## config.mk

```make
export PLATFORM = sky130hd
export DESIGN_NAME = vert_ucode_quicksort_unload
export DESIGN_NICKNAME = d
export VERILOG_FILES = /design/src/rtl/vert_ucode_quicksort_unload.sv
export SDC_FILE = /design/constraint.sdc
export NUM_CORES = 1
export LEC_CHECK = 0
export ABC_AREA = 1
export BUFFER_PORTS_ARGS = -buffer_cell sky130_fd_sc_hd__buf_2
export CORE_MARGIN = 2
export CORE_UTILIZATION = 57
export DETAILED_ROUTE_END_ITERATION = 6
export GPL_ROUTABILITY_DRIVEN = 0
export GPL_TIMING_DRIVEN = 1
export PLACE_DENSITY = 0.84
export REMOVE_ABC_BUFFERS = 1
export SYNTH_ARGS = -nofsm -noshare
export SYNTH_HDL_FRONTEND = slang
export SYNTH_SLANG_ARGS = --single-unit
```

## constraint.sdc

```tcl
create_clock -name clk -period 3.8 [get_ports clk]
set_clock_uncertainty 0.2 [all_clocks]
set_input_delay 0.57 -clock clk [delete_from_list [all_inputs] [get_ports clk]]
set_output_delay 0.57 -clock clk [all_outputs]
set_load 0.05 [all_outputs]
```

## src/rtl/vert_ucode_quicksort_unload.sv

```systemverilog
// Unload engine for the banked quicksort: grants one SORTED bank round-robin, streams its entries out.
// Optional order checker enabled by defining VERT_UCODE_QUICKSORT_UNLOAD_CHECK_EN.
module vert_ucode_quicksort_unload #(
    parameter int N      = 16,
    parameter int W      = 32,
    parameter int BANK_N = 2,
    localparam int AW    = $clog2(N),
    localparam int NW    = $clog2(N) + 1,
    localparam int BW    = (BANK_N > 1) ? $clog2(BANK_N) : 1
) (
    input  logic                 clk,
    input  logic                 rst,
    input  logic [BANK_N-1:0]    sorted_vld_i,
    input  logic [BANK_N*NW-1:0] sorted_n_i,
    input  logic [BANK_N-1:0]    sorted_err_i,
    output logic [BANK_N-1:0]    unload_start_o,
    output logic [BANK_N-1:0]    unload_done_o,
    output logic                 rd_en_o,
    output logic [BW-1:0]        rd_bank_o,
    output logic [AW-1:0]        rd_addr_o,
    input  logic [W-1:0]         rd_dat_i,
    output logic                 out_vld_r,
    output logic [W-1:0]         out_dat_r,
    output logic                 out_last_r,
    output logic                 out_err_r,
    input  logic                 out_accept_i,
    output logic                 busy_r
);
    typedef enum logic [1:0] {IDLE, EMIT, DRAIN, DONE} state_t;

    state_t          state_reg, state_next;
    logic [BW-1:0]   rr_reg, bank_reg, grant_idx;
    logic [NW-1:0]   n_reg, addr_reg;
    logic            err_reg, grant_vld, err_push, last_rd;
    logic            inflight_reg, inflight_last_reg;
    logic            skid_vld_reg, skid_last_reg, skid_err_reg;
    logic [W-1:0]    skid_dat_reg;
    logic            pop, credit_ok, order_err;
    logic [1:0]      level;
    logic            in_vld, in_last, in_err;
    logic [W-1:0]    in_dat;
    logic [NW-1:0]   bank_n [BANK_N];

    for (genvar gi = 0; gi < BANK_N; gi++) begin : g_bank_n
        assign bank_n[gi] = sorted_n_i[gi*NW +: NW];
    end

    // Output buffer is the out_* stage plus one skid slot; reads are only issued when a slot is guaranteed.
    assign pop       = out_vld_r & out_accept_i;
    assign level     = {1'b0, out_vld_r} + {1'b0, skid_vld_reg} + {1'b0, inflight_reg};
    assign credit_ok = (level - {1'b0, pop}) < 2'd2;
    assign last_rd   = (addr_reg + NW'(1)) == n_reg;
    assign rd_bank_o = bank_reg;
    assign rd_addr_o = addr_reg[AW-1:0];

    always_comb begin
        grant_vld = 1'b0;
        grant_idx = '0;
        for (int i = 0; i < BANK_N; i++) begin
            if (!grant_vld && sorted_vld_i[(int'(rr_reg) + i) % BANK_N]) begin
                grant_vld = 1'b1;
                grant_idx = BW'((int'(rr_reg) + i) % BANK_N);
            end
        end
    end

    always_comb begin
        state_next = state_reg;
        rd_en_o    = 1'b0;
        err_push   = 1'b0;
        case (state_reg)
            IDLE: if (grant_vld) state_next = EMIT;
            EMIT: begin
                if (err_reg) begin
                    if (credit_ok) begin
                        err_push   = 1'b1;
                        state_next = DRAIN;
                    end
                end else if (n_reg == '0) begin
                    state_next = DONE;
                end else if (credit_ok) begin
                    rd_en_o = 1'b1;
                    if (last_rd) state_next = DRAIN;
                end
            end
            DRAIN: if (!out_vld_r && !skid_vld_reg && !inflight_reg) state_next = DONE;
            DONE:  state_next = IDLE;
            default: state_next = IDLE;
        endcase
    end

`ifdef VERT_UCODE_QUICKSORT_UNLOAD_CHECK_EN
    logic [W-1:0] prev_reg;
    logic         first_reg;

    assign order_err = inflight_reg && !first_reg && (rd_dat_i < prev_reg);

    always_ff @(posedge clk) begin
        if (rst) begin
            prev_reg  <= '0;
            first_reg <= 1'b1;
        end else if (state_reg == IDLE && grant_vld) begin
            first_reg <= 1'b1;
        end else if (inflight_reg) begin
            prev_reg  <= rd_dat_i;
            first_reg <= 1'b0;
        end
    end
`else
    assign order_err = 1'b0;
`endif

    // Incoming beat: returning RAM data, or the synthetic beat of an errored bank.
    always_comb begin
        in_vld  = inflight_reg | err_push;
        in_dat  = inflight_reg ? rd_dat_i : '0;
        in_last = inflight_reg ? inflight_last_reg : 1'b1;
        in_err  = err_reg | order_err;
    end

    always_ff @(posedge clk) begin
        if (rst) begin
            state_reg         <= IDLE;
            busy_r            <= 1'b0;
            rr_reg            <= '0;
            bank_reg          <= '0;
            n_reg             <= '0;
            err_reg           <= 1'b0;
            addr_reg          <= '0;
            unload_start_o    <= '0;
            unload_done_o     <= '0;
            inflight_reg      <= 1'b0;
            inflight_last_reg <= 1'b0;
            skid_vld_reg      <= 1'b0;
            skid_dat_reg      <= '0;
            skid_last_reg     <= 1'b0;
            skid_err_reg      <= 1'b0;
            out_vld_r         <= 1'b0;
            out_dat_r         <= '0;
            out_last_r        <= 1'b0;
            out_err_r         <= 1'b0;
        end else begin
            state_reg      <= state_next;
            busy_r         <= (state_next != IDLE);
            unload_start_o <= '0;
            unload_done_o  <= '0;
            if (state_reg == IDLE && grant_vld) begin
                bank_reg       <= grant_idx;
                n_reg          <= bank_n[grant_idx];
                err_reg        <= sorted_err_i[grant_idx];
                addr_reg       <= '0;
                rr_reg         <= (grant_idx == BW'(BANK_N - 1)) ? '0 : grant_idx + BW'(1);
                unload_start_o <= BANK_N'(1) << grant_idx;
            end
            if (state_next == DONE) unload_done_o <= BANK_N'(1) << bank_reg;
            if (rd_en_o) addr_reg <= addr_reg + NW'(1);
            inflight_reg      <= rd_en_o;
            inflight_last_reg <= rd_en_o & last_rd;

            if (!out_vld_r || pop) begin
                if (skid_vld_reg) begin
                    out_vld_r    <= 1'b1;
                    out_dat_r    <= skid_dat_reg;
                    out_last_r   <= skid_last_reg;
                    out_err_r    <= skid_err_reg;
                    skid_vld_reg <= in_vld;
                    if (in_vld) begin
                        skid_dat_reg  <= in_dat;
                        skid_last_reg <= in_last;
                        skid_err_reg  <= in_err;
                    end
                end else begin
                    out_vld_r  <= in_vld;
                    out_dat_r  <= in_vld ? in_dat : '0;
                    out_last_r <= in_vld & in_last;
                    out_err_r  <= in_vld & in_err;
                end
            end else if (in_vld) begin
                skid_vld_reg  <= 1'b1;
                skid_dat_reg  <= in_dat;
                skid_last_reg <= in_last;
                skid_err_reg  <= in_err;
            end
        end
    end
endmodule
```

## Word-level counts from Yosys, hierarchy flattened

Cells that the tools add are included.

- Output and inout port bits: 46
- Bits in latches: 0
- Bits of input ports: 49
- Register bits: 92
- Memories kept: 0
- ROM bits: 0
- Memory bits (writable): 0

- Equal/unequal tests: 6
- Div/mod/pow operators: 0
- Multiplexer cells: 50
- Multiply operators: 0
- Shifts and indexed selects: 2
- Bitwise gates (word level): 9
- Reductions and logical operators: 16
- $add $sub $neg: 6
- Magnitude comparators: 5

Operator list:

| operator | count |
|---|---|
| 32-bit 2-to-1 mux | 6 |
| 1-bit 2-to-1 mux | 31 |
| 5-bit 2-to-1 mux | 5 |
| 2-bit 2-to-1 mux | 7 |
| 2-bit one-hot mux with 4 select lines | 1 |
| 2-bit equality test, second input constant | 3 |
| 2-bit nonzero test | 3 |
| 5-bit by 1-bit adder with 5-bit output, second input constant | 1 |
| 5-bit equality test | 1 |
| 5-bit zero test | 1 |
| 1-bit AND | 4 |
| 1-bit logical AND | 4 |
| 1-bit zero test | 4 |
| 1-bit by 2-bit < comparator with 1-bit output, second input constant | 2 |
| 2-bit OR reduction | 2 |
| 1-bit by 1-bit left shift with 2-bit output, first input constant | 2 |
| 2-bit by 3-bit < comparator with 1-bit output, second input constant | 1 |
| 1-bit adder, second input constant | 2 |
| 1-bit by 1-bit adder with 2-bit output | 1 |
| 2-bit by 1-bit adder with 2-bit output | 1 |
| 2-bit by 1-bit equality test with 1-bit output, second input constant | 1 |
| 2-bit >= comparator, second input constant | 1 |
| 2-bit zero test | 1 |
| 2-bit < comparator, second input constant | 1 |
| 7 further kinds | 8 |

## Longest topological paths before layout

- Depth in word-level cells: 12
- Depth in mapped cells: 18
- Gate-level depth less buffers: 18

## Least setup slack after synthesis

OpenSTA, ideal clock, no wires.

- Kind: register to output
- Start point: register out_vld_r
- End point: output rd_en_o
- Path slack: 0.840 ns
- Arrival: 2.190 ns
- Required time: 3.030 ns
- Cell stages (with the launch flop): 13
- Cells stage by stage: dfxtp_1 -> nand2_1 -> inv_1 -> ha_1 -> inv_1 -> ha_1 -> a21oi_1 -> inv_1 -> nand2_1 -> nand2_1 -> nor2_1 -> nand2_1 -> inv_1

- Word-level cells in the longest chain between the ends: 8
- Elaborated cells on any way between the ends: 9
- Classes of those cells: add/sub (3); order compare (1); mux (4); bitwise (1)

RTL lines:

| element | line | text |
|---|---|---|
| from (decl) | 22 | `output logic out_vld_r,` |
| from (signal assigned) | 173 | `out_vld_r <= in_vld;` |
| 1-bit by 1-bit adder with 2-bit output | 50 | `assign level = {1'b0, out_vld_r} + {1'b0, skid_vld_reg} + {1'b0, inflight_reg};` |
| 2-bit by 1-bit adder with 2-bit output | 50 |  |
| 2-bit by 1-bit subtractor with 2-bit output (*) | 51 | `assign credit_ok = (level - {1'b0, pop}) < 2'd2;` |
| 2-bit < comparator (*) | 51 |  |
| 1-bit 2-to-1 mux (*) | 81 | `end else if (credit_ok) begin` |
| 1-bit 2-to-1 mux (*) | 79 | `end else if (n_reg == '0) begin` |
| 1-bit 2-to-1 mux (*) | 74 | `if (err_reg) begin` |
| 1-bit 2-to-1 mux (*) | 71 | `case (state_reg)` |
| to (decl) | 18 | `output logic rd_en_o,` |

Mark *: on every way between the ends. The rest lies on a longest branch, timed or not.

## Worst setup path in the final report

Same ends and word-level chain as after synthesis.

==> impl_results.md <==
* EDFF count, synth at 0
* Top cells by area, synth: dfxtp_1, nand2_1, a21oi_1
* Mapped Area at 0.00396 mm²
* Core area at 0.00676 mm²
* # port buffers at 94
* Initial Util at 58.6%
* Via count at 3913
* Ys async rst share at 0%
* Total area of sequential cells at 0.00184 mm²
* Final Hold Vio Count at 0
* Critical path depth in cells at 13
* Grt met1 use at 30.8%
* Yosys reg bits at 92
* Final nets at 679
* Maxcap violations at 0
* Num CTS Buffers at 9
* Commonest non-fill, non-tap cell in the layout: nand2_1
* Final wirelength at 9350 µm
* FILL cells at 579
* Depth of the worst hold-timing path at 3
* CTS tree: built
* Final design instance area without fill at 0.00460 mm²
* Main synth FF type: dfxtp_1
* Slew at the pin closest to its max-slew limit at 1.19 ns
* First-pass DRT Iterations at 5
* Cell family with most CP delay: buffers and inverters
* Worst path required time at 3.03 ns
* Worst path bufs/invs at 5
* Worst hold path type: in2reg
* Grt met3 use at 3.79%
* GR Layer Usage met2 at 44.8%
* CP Launch Type: flop
* Final min period at 3.33 ns
* Initial DRC count at 269
* Multi-input logic area at 0.00174 mm²
* Top-level I/O count at 95
* Largest net degree at the start of global routing at 53
* Cell area power density at 556 mW/mm²
* GR peak layer: met2
* Worst slack, placed at 0.548 ns
* Fmax at 0.300 GHz
* Setup TNS at 0 ns
* Clock Pin Slew Worst Setup and Hold Paths at 0.09 ns
* GR Overflow Total at 0
* Relative slew margins at 20.3%
* First-pass GRT wire length at 15600 µm
* FP Rows at 30
* Die W at 87.3 µm
* DP HPWL at 6180 µm
* Leak at 2.04 nW
* DR WL/cell at 13.2 µm
* Crit Path Max Fanout at 5
* RSZ-0062 raised after global routing: false
* Vias in the first global route at 3574
* DIE HEIGHT at 87.3 µm
* Final antenna-violating net count at 0
* N_diodes at 0
* WS Path Type: reg2out
* Crit end category: output pin
* Mean Syn Cell Area at 7.15 µm²
* Root Buffer: clkbuf_8
* GR Util All Layers at 25.3%
* Fraction of layout cells with a size suffix above 1 at 20.3%
* Worst path slowest cell: dfxtp_1
* Postcts setup bufs at 0
* Mapped Cells at 554
* FF-to-FF path depth at 16
* CP arrival at 2.56 ns
* Placed inst area at 0.00440 mm²
* Share of the synthesized area in the top cell type at 46.5%
* Yosys warns at 0
* Initial antenna violation count at 0
* CTS resizes at 0
* Remaining DRCs at 0
* Final setup viols at 0
* Distinct cells, synth at 25
* Leading area contributor after synthesis: dfxtp_1
* Clk sink count at 92
* H-tree Lvls at 3
* Layout area overhead at 16.2%
* Seq/Total Area, Yosys at 46.5%
* PnR worst setup slack at 0.469 ns
* Final Cycle Share at 87.7%
* Worst path cell trace: nand2_1 > inv_1 > ha_1 > inv_1 > ha_1 > a21oi_1 > inv_1 > nand2_1 > nand2_1 > nor2_1 > nand2_1 > inv_1 > buf_2
* Clk_lat worst skew at 0.37 ns
* Hold buffer count at cts at 0
* Status: completed
* Most frequent cells in the layout: nand2_1, buf_2, dfxtp_1
* Vias per cell at 5.50
* Largest stage delay on the critical path at 0.36 ns
* Die area at 0.00763 mm²
* Max-slew violations at 0
* Maximum VDD drop at 248 µV
* Clock tree buffer depth at 2
worst reg2reg max path: cells and delay by family (launching register included):
family | cells | cell delay (ns)
AND/OR/NAND/NOR | 6 | 0.76
adder cells (fa/ha/maj) | 2 | 0.52
AO/OA/AOI/OAI | 3 | 0.51
buffers and inverters | 5 | 0.48
flip-flops | 1 | 0.36
routing by layer:
metal / wire [µm] / vias up
li1: - / 1964
met1: 4100 / 1791
met2: 4480 / 146
met3: 630 / 12
met4: 145 / 0
met5: 0 / -
cell usage after synthesis, types with 6 or more instances:
master,n
inv_1,49
a21oi_1,67
buf_4,7
clkbuf_1,27
a31oi_1,20
nor2_1,17
dfxtp_1,92
nand2_1,147
nand3_1,55
o21ai_0,39
nand4_1,6
cells by family after synthesis:
group,Yosys count,synth area share (%)
AOI/OAI and AO/OA,133,18.1
adders and majority gates,3,0.948
buffers and inverters,91,9.42
DFF,92,46.5
and+or+nand+nor,235,25.0
path summary, 6_finish.rpt:
kind | startpoint | to | slack, ns
min reg2reg | rd_bank_o | unload_done_o[1] | 0.27
min | sorted_err_i[0] | err_reg | 0.23
max reg2reg | out_vld_r | skid_err_reg | 0.92
max | out_vld_r | rd_en_o | 0.47
power breakdown:
part / internal [mW] / switching, mW / total, mW
logic: 0.202 / 0.576 / 0.778
registers: 1.06 / 0.0555 / 1.11
clock network: 0.308 / 0.361 / 0.670
total: 1.57 / 0.993 / 2.56
stage by stage:
stage	instances	power, mW	hold WS, ns	utilization (%)
2_1_floorplan	516	1.70	0.235	-
5_1_grt	711	2.69	0.272	68.1
3_3_place_gp	696	1.89	0.241	65.1
6_report	711	2.56	0.230	68.1
4_1_cts	711	2.57	0.224	68.1
3_5_place_dp	696	1.91	0.255	65.1
layout make-up:
class                           instances  share of cell area (%)
Multi-Input combinational cell        371                    37.9
Tap cell                               80                    2.18
Clock buffer                            9                    2.69
Timing Repair Buffer                  100                    11.2
Sequential cell                        92                    40.1
Inverter                               53                    4.33
Clock inverter                          6                    1.61
(Power assumes the default switching activity.)
